<file path="config.mk">
export PLATFORM = sky130hd
export DESIGN_NAME = logic_op_pipe
export DESIGN_NICKNAME = d
export VERILOG_FILES = /design/src/rtl/logic_op_pkg.sv /design/src/rtl/logic_op_unit.sv /design/src/rtl/logic_op_pipe.sv
export SDC_FILE = /design/constraint.sdc
export NUM_CORES = 1
export LEC_CHECK = 0
export CAP_MARGIN = 20
export CORE_UTILIZATION = 48
export CTS_BUF_LIST = sky130_fd_sc_hd__clkbuf_4
export DETAILED_ROUTE_END_ITERATION = 12
export PLACE_DENSITY = 0.78
export SETUP_SLACK_MARGIN = 0.5
export SYNTH_ARGS = -nofsm -noshare
export SYNTH_HDL_FRONTEND = slang
export SYNTH_HIERARCHICAL = 1
export SYNTH_SLANG_ARGS = --single-unit
</file>
<file path="constraint.sdc">
create_clock -name clk -period 2.7 [get_ports clk]
set_clock_uncertainty 0.15 [all_clocks]
set_input_delay 0.675 -clock clk [delete_from_list [all_inputs] [get_ports clk]]
set_output_delay 0.675 -clock clk [all_outputs]
set_load 0.02 [all_outputs]
</file>
<file path="src/rtl/logic_op_pkg.sv">
// Shared opcode encoding for the pipelined bitwise logic unit.
package logic_op_pkg;

   localparam int OP_W = 3;

   typedef enum logic [OP_W-1:0] {
      OP_AND   = 3'd0,
      OP_OR    = 3'd1,
      OP_NAND  = 3'd2,
      OP_NOR   = 3'd3,
      OP_XOR   = 3'd4,
      OP_XNOR  = 3'd5,
      OP_NOTA  = 3'd6,
      OP_PASSA = 3'd7
   } logic_op_e;

endpackage

</file>
<file path="src/rtl/logic_op_unit.sv">
// Combinational WIDTH-bit bitwise operator selected at run time by a 3-bit opcode.
module logic_op_unit
   import logic_op_pkg::*;
#(
   parameter int WIDTH = 8
) (
   input  logic [WIDTH-1:0] a,
   input  logic [WIDTH-1:0] b,
   input  logic [OP_W-1:0]  op,
   output logic [WIDTH-1:0] y
);

   always_comb begin
      y = '0;
      case (logic_op_e'(op))
         OP_AND:   y = a & b;
         OP_OR:    y = a | b;
         OP_NAND:  y = ~(a & b);
         OP_NOR:   y = ~(a | b);
         OP_XOR:   y = a ^ b;
         OP_XNOR:  y = ~(a ^ b);
         OP_NOTA:  y = ~a;
         OP_PASSA: y = a;
         default:  y = '0;
      endcase
   end

endmodule

</file>
<file path="src/rtl/logic_op_pipe.sv">
// Two-stage valid/ready pipelined logic unit with a wrapping delivered-result counter.
// Define LOGIC_OP_FLAGS_EN to add registered out_zero / out_parity flags.
module logic_op_pipe
   import logic_op_pkg::*;
#(
   parameter int WIDTH = 8,
   parameter int CNT_W = 16
) (
   input  logic             clk,
   input  logic             rst_n,
   input  logic             in_valid,
   output logic             in_ready,
   input  logic [WIDTH-1:0] in_a,
   input  logic [WIDTH-1:0] in_b,
   input  logic [OP_W-1:0]  in_op,
   output logic             out_valid,
   input  logic             out_ready,
   output logic [WIDTH-1:0] out_y,
   output logic [OP_W-1:0]  out_op,
   output logic [CNT_W-1:0] res_cnt
`ifdef LOGIC_OP_FLAGS_EN
   ,
   output logic             out_zero,
   output logic             out_parity
`endif
);

   logic             s1_valid;
   logic [WIDTH-1:0] s1_a;
   logic [WIDTH-1:0] s1_b;
   logic [OP_W-1:0]  s1_op;
   logic             s2_valid;
   logic             s1_en;
   logic             s2_en;
   logic [WIDTH-1:0] unit_y;

   // A stage may load whenever it is empty or its contents move on this cycle.
   assign s2_en     = !s2_valid || out_ready;
   assign s1_en     = !s1_valid || s2_en;
   assign in_ready  = rst_n && s1_en;
   assign out_valid = s2_valid;

   always_ff @(posedge clk) begin
      if (!rst_n) begin
         s1_valid <= 1'b0;
      end else if (s1_en) begin
         s1_valid <= in_valid;
      end
   end

   always_ff @(posedge clk) begin
      if (s1_en && in_valid) begin
         s1_a  <= in_a;
         s1_b  <= in_b;
         s1_op <= in_op;
      end
   end

   logic_op_unit #(
      .WIDTH (WIDTH)
   ) u_unit (
      .a  (s1_a),
      .b  (s1_b),
      .op (s1_op),
      .y  (unit_y)
   );

   always_ff @(posedge clk) begin
      if (!rst_n) begin
         s2_valid   <= 1'b0;
         out_y      <= '0;
         out_op     <= '0;
         res_cnt    <= '0;
`ifdef LOGIC_OP_FLAGS_EN
         out_zero   <= 1'b0;
         out_parity <= 1'b0;
`endif
      end else begin
         if (s2_en) begin
            s2_valid <= s1_valid;
            if (s1_valid) begin
               out_y      <= unit_y;
               out_op     <= s1_op;
`ifdef LOGIC_OP_FLAGS_EN
               out_zero   <= (unit_y == '0);
               out_parity <= ^unit_y;
`endif
            end
         end
         if (s2_valid && out_ready) begin
            res_cnt <= res_cnt + CNT_W'(1);
         end
      end
   end

endmodule

</file>
; ---- After elaboration in Yosys (flattened, before gate mapping)
; Index checks and enable logic that the tools add are counted.
[totals]
reg_bits = 48
inputBits = 23
out_inout_bits = 29
word_cells = 33
[classes]
add_sub_neg = 1
eq_ne = 7
mux = 1
bitwise_logic = 7
n_reduce_logical = 9
[ops]
columns = op, count
row1 = $pmux W8 S8, 1
row2 = $not A8 Y8, 4
row3 = $add A16 B1 Y16 const B, 1
row4 = $eq A3 B3 Y1 const B, 4
row5 = $and A8 B8 Y8, 1
row6 = $or A8 B8 Y8, 1
row7 = $xor A8 B8 Y8, 1
row8 = $eq A3 B2 Y1 const B, 2
row9 = $eq A3 B1 Y1 const B, 1
row10 = $logic_and A1 B1 Y1, 3
row11 = $logic_not A3 Y1, 1
row12 = $logic_not A1 Y1, 2
row13 = $logic_or A1 B1 Y1, 2
row14 = $reduce_and A2 Y1, 1

; ---- Logic depth before layout (Yosys ltp)
[logic_depth]
ltp_word = 4
ltp_mapped = 8
ltp_nobuf = 8

; ---- By module
; The synthesis kept the hierarchy.
[by_module_without_submodules]
columns = mod, instances, cells_each, area_per_inst_um2, seq_area_each_um2
row1 = logic_op_pipe, 1, 146, 1757.9, 1151.1
row2 = logic_op_unit, 1, 111, 799.5, 0.0

; ---- Worst setup path before layout
; OpenSTA, ideal clock, no wires.
[synth_timing]
path_type = input-to-reg
startpoint = in out_ready
endpoint = reg s1_a[0], enable pin
setup_time_ns = 0.424
arrival_time_ns = 2.193
required_time_ns = 2.126
setup_slack_ns = -0.067
path_stages = 2
path_buffers = 0
cell_sequence = nor2b_1 -> a21boi_0
[synth_via]
elab_chain_len = 3
[synth_lines]
columns = item, line
row1 = from (decl), logic_op_pipe.sv:17  ; input logic out_ready,
row2 = $logic_or A1 B1 Y1, logic_op_pipe.sv:38  ; assign s2_en = !s2_valid || out_ready;
row3 = $logic_or A1 B1 Y1, logic_op_pipe.sv:39  ; assign s1_en = !s1_valid || s2_en;
row4 = $logic_and A1 B1 Y1, logic_op_pipe.sv:52  ; if (s1_en && in_valid) begin
row5 = to (signal assigned), logic_op_pipe.sv:53  ; s1_a <= in_a;
row6 = to (decl), logic_op_pipe.sv:29  ; logic [WIDTH-1:0] s1_a;
; Every way passes these cells.
; A chain may end at the register's enable or synchronous reset.

; ---- Worst setup path after layout
[layout_timing]
startpoint = reg out_y[3]
endpoint = out out_y[3]
[layout_rtl]
columns = item, line
row1 = from (decl), logic_op_pipe.sv:18  ; output logic [WIDTH-1:0] out_y,
row2 = from (signal assigned), logic_op_pipe.sv:82  ; out_y <= unit_y;
; No word-level cell between the ends.

==> results.ini <==
[status]
status = finished, final reports clean

[detailed_routing]
antenna_left = 0
finalWirelength_um = 5060
drt_iter0_drc = 92
wl_per_cell_um = 13.2
drc_errors = 0
vias = 1975
vias_per_cell = 5.13
dr.pass1.iters = 4

[die]
rows = 26
start_util = 0.501
die_x_um = 75.0
core_um2 = 5110
dieArea_um2 = 5620
ioPinCount = 52
die_h_um = 75.0

[logic_synthesis]
seq_area_frac_synth = 0.450
ys_ff_latch = 48
async_flop_share = 0
netlist_area_um2 = 2560
synthDistinctLibCells = 36
synth_area_leaders = dfxtp_1 (23%), edfxtp_1 (22%), ha_1 (8.3%), mux2i_1 (8.2%), nor2_1 (5.1%)
synthFlopType = dfxtp_1
synth_top_area_frac = 0.227
yosysWarningCount = 6
synth_edf_count = 19
netlist_instances = 257
netlist_top_cells_count = nor2_1 (35), dfxtp_1 (29), inv_1 (26)
syn-num-nets = 297
synth_mux_area_frac = 0.0822
syn_avg_cell_area_um2 = 9.95
synth-xor-area-share = 0.0719
yosys.area_share.adder = 0.0832
synth-compound-area-share = 0.0837
synth_top_family_by_area = simple AND/OR/NAND/NOR gates
yosysMostFrequentCell = nor2_1
synth-simple-area-share = 0.160
synth_top_cell_by_area = dfxtp_1

[sta]
period_needed_ns = 2.16
max_freq_mhz = 464
tightest_slew_ns = 0.534
finalSetupViolCount = 0
final_max_slew_viol_count = 0
holdWs_ns = 0.347
max_slew_margin = 0.644
hold_violations = 0
timing.final.crit_share = 0.798
rsz0062_at_grt = true

[placed_design]
routabilityCongestion = 0.810
dpl.hpwl_um = 3500
io_buffer_count = 51

[setup_path]
crit_type = reg2out
start_kind = register
slowest_stage = clkdlybuf4s50_1
cp-end-kind = output port
cp.arrival_ns = 1.33
r2r_cells = 5
crit_path_cell_trace = clkdlybuf4s50_1
path_delay_family = buffers and inverters
worst_path_largest_cell_delay_ns = 0.61
cp_max_fo = 2
path_buf_inv = 1
crit_cells = 1
crit_required_ns = 1.88

[global_route]
grt_max_degree = 30
grt_overflow = 0
antenna_found_initial = 0
grt_pass1_wl_um = 7820
grt_use_total = 0.185
grt_pass1_vias = 1794

[clocking]
clock-sinks = 48
clk_path_buf_depth = 2
cts_tree = yes
clkSlewWorstSetupHoldPaths_ns = 0.13
cts_root_buf = clkbuf_4
cts_htree_levels = 2
cts_buffers = 5
postCtsHoldBufs = 0
clk_latency_ns = 0.35

[power_and_ir_drop]
ir_drop_mv = 0.356
p_leak_nw = 1.52
power_density_nw_per_um2 = 428
finalPower_w = 0.00138

[final_layout]
syn2layout_area_growth_pct = 26.1
drive_above_1_share = 0.0857
diodes = 0
fill_cells = 444
fin_nets = 354

[min_path]
whs_path_depth = 2
hp-class = reg2reg

[run]
cap_violations = 0

==> repair_timing <==
action	4_1_cts	5_1_grt
gates resized for setup	20	10
endpoints found under the setup margin	16	13
setup buffers	0	3
pin swaps	1	0
==> metal layers <==
layer	track usage	vias to the layer above	wire [µm]
met2	0.305	49	2480
li1	-	1001	-
met3	0.0455	4	215
met1	0.240	921	2330
met5	0	-	0
met4	0.0545	0	40
==> tightest hold or removal path, stage by stage, from the launching register on <==
cell and delay [ns]:
dfxtp_1 0.34, o31ai_1 0.06, a21oi_1 0.06
==> sequential cells by signal (all words and copies together) (netlist names) <==
name       flops
s1_valid       1
out_op         3
out_valid      1
res_cnt       16
s1_a           8
s1_b           8
s1_op          3
out_y          8
==> cells by family (layout without fill, tap and decap cells) <==
family | count (synthesis) | in the layout
mux | 21 | 21
xor+xnor | 21 | 21
fa+ha+maj | 17 | 17
simple gates | 80 | 80
flops | 48 | 48
buf+inv | 38 | 96
compound gates | 32 | 32
==> cell usage in the layout, fill, tap and decap left out, types with 7 or more instances in the layout <==
| cell type | netlist | routed |
|---|---|---|
| dlymetal6s2s_1 | 0 | 7 |
| ha_1 | 17 | 17 |
| a21oi_1 | 9 | 8 |
| edfxtp_1 | 19 | 19 |
| inv_1 | 26 | 25 |
| buf_4 | 1 | 11 |
| xnor2_1 | 14 | 14 |
| dlygate4sd2_1 | 0 | 16 |
| clkbuf_4 | 0 | 7 |
| dfxtp_1 | 29 | 29 |
| a31oi_1 | 12 | 12 |
| nor2_1 | 35 | 35 |
| mux2i_1 | 21 | 21 |
| xor2_1 | 7 | 7 |
| nand2_1 | 14 | 14 |
| clkdlybuf4s50_1 | 0 | 27 |
==> path summary, 6_finish.rpt <==
check	start	to	slack, ns
max	out_y[3]	out_y[3]	0.54
min reg2reg	res_cnt[15]	res_cnt[15]	0.35
max reg2reg	s1_op[1]	out_y[3]	0.78
min	res_cnt[15]	res_cnt[15]	0.35
==> metrics by stage <==
stage               setup slack (ns)  instance area, µm²  utilization  cells  setup TNS (ns)
floorplan                      0.618                2560            -    257               0
global placement             -0.0881                3140        0.615    374         -0.0881
global route                   0.494                3230        0.632    385               0
CTS                            0.400                3170        0.621    382               0
detailed placement           -0.0770                3140        0.615    374         -0.0770
finish                         0.544                3230        0.632    385               0
==> power by group <==
group	internal, W	switching, W
Combinational	0.000120	0.000114
Clock	0.000122	0.000216
Sequential	0.000785	0.0000245
==> area by class of cell <==
class,instances,area (µm²),share of cell area
flip-flops and latches,48,1150,0.357
clock buffers,7,52.6,0.0163
multi-input cells,171,1240,0.384
inverters,26,97.6,0.0303
clock inverters,1,3.75,0.00116
repair buffers,62,594,0.184
well taps,70,87.6,0.0272
No activity file was read; power rests on OpenSTA's default activity.
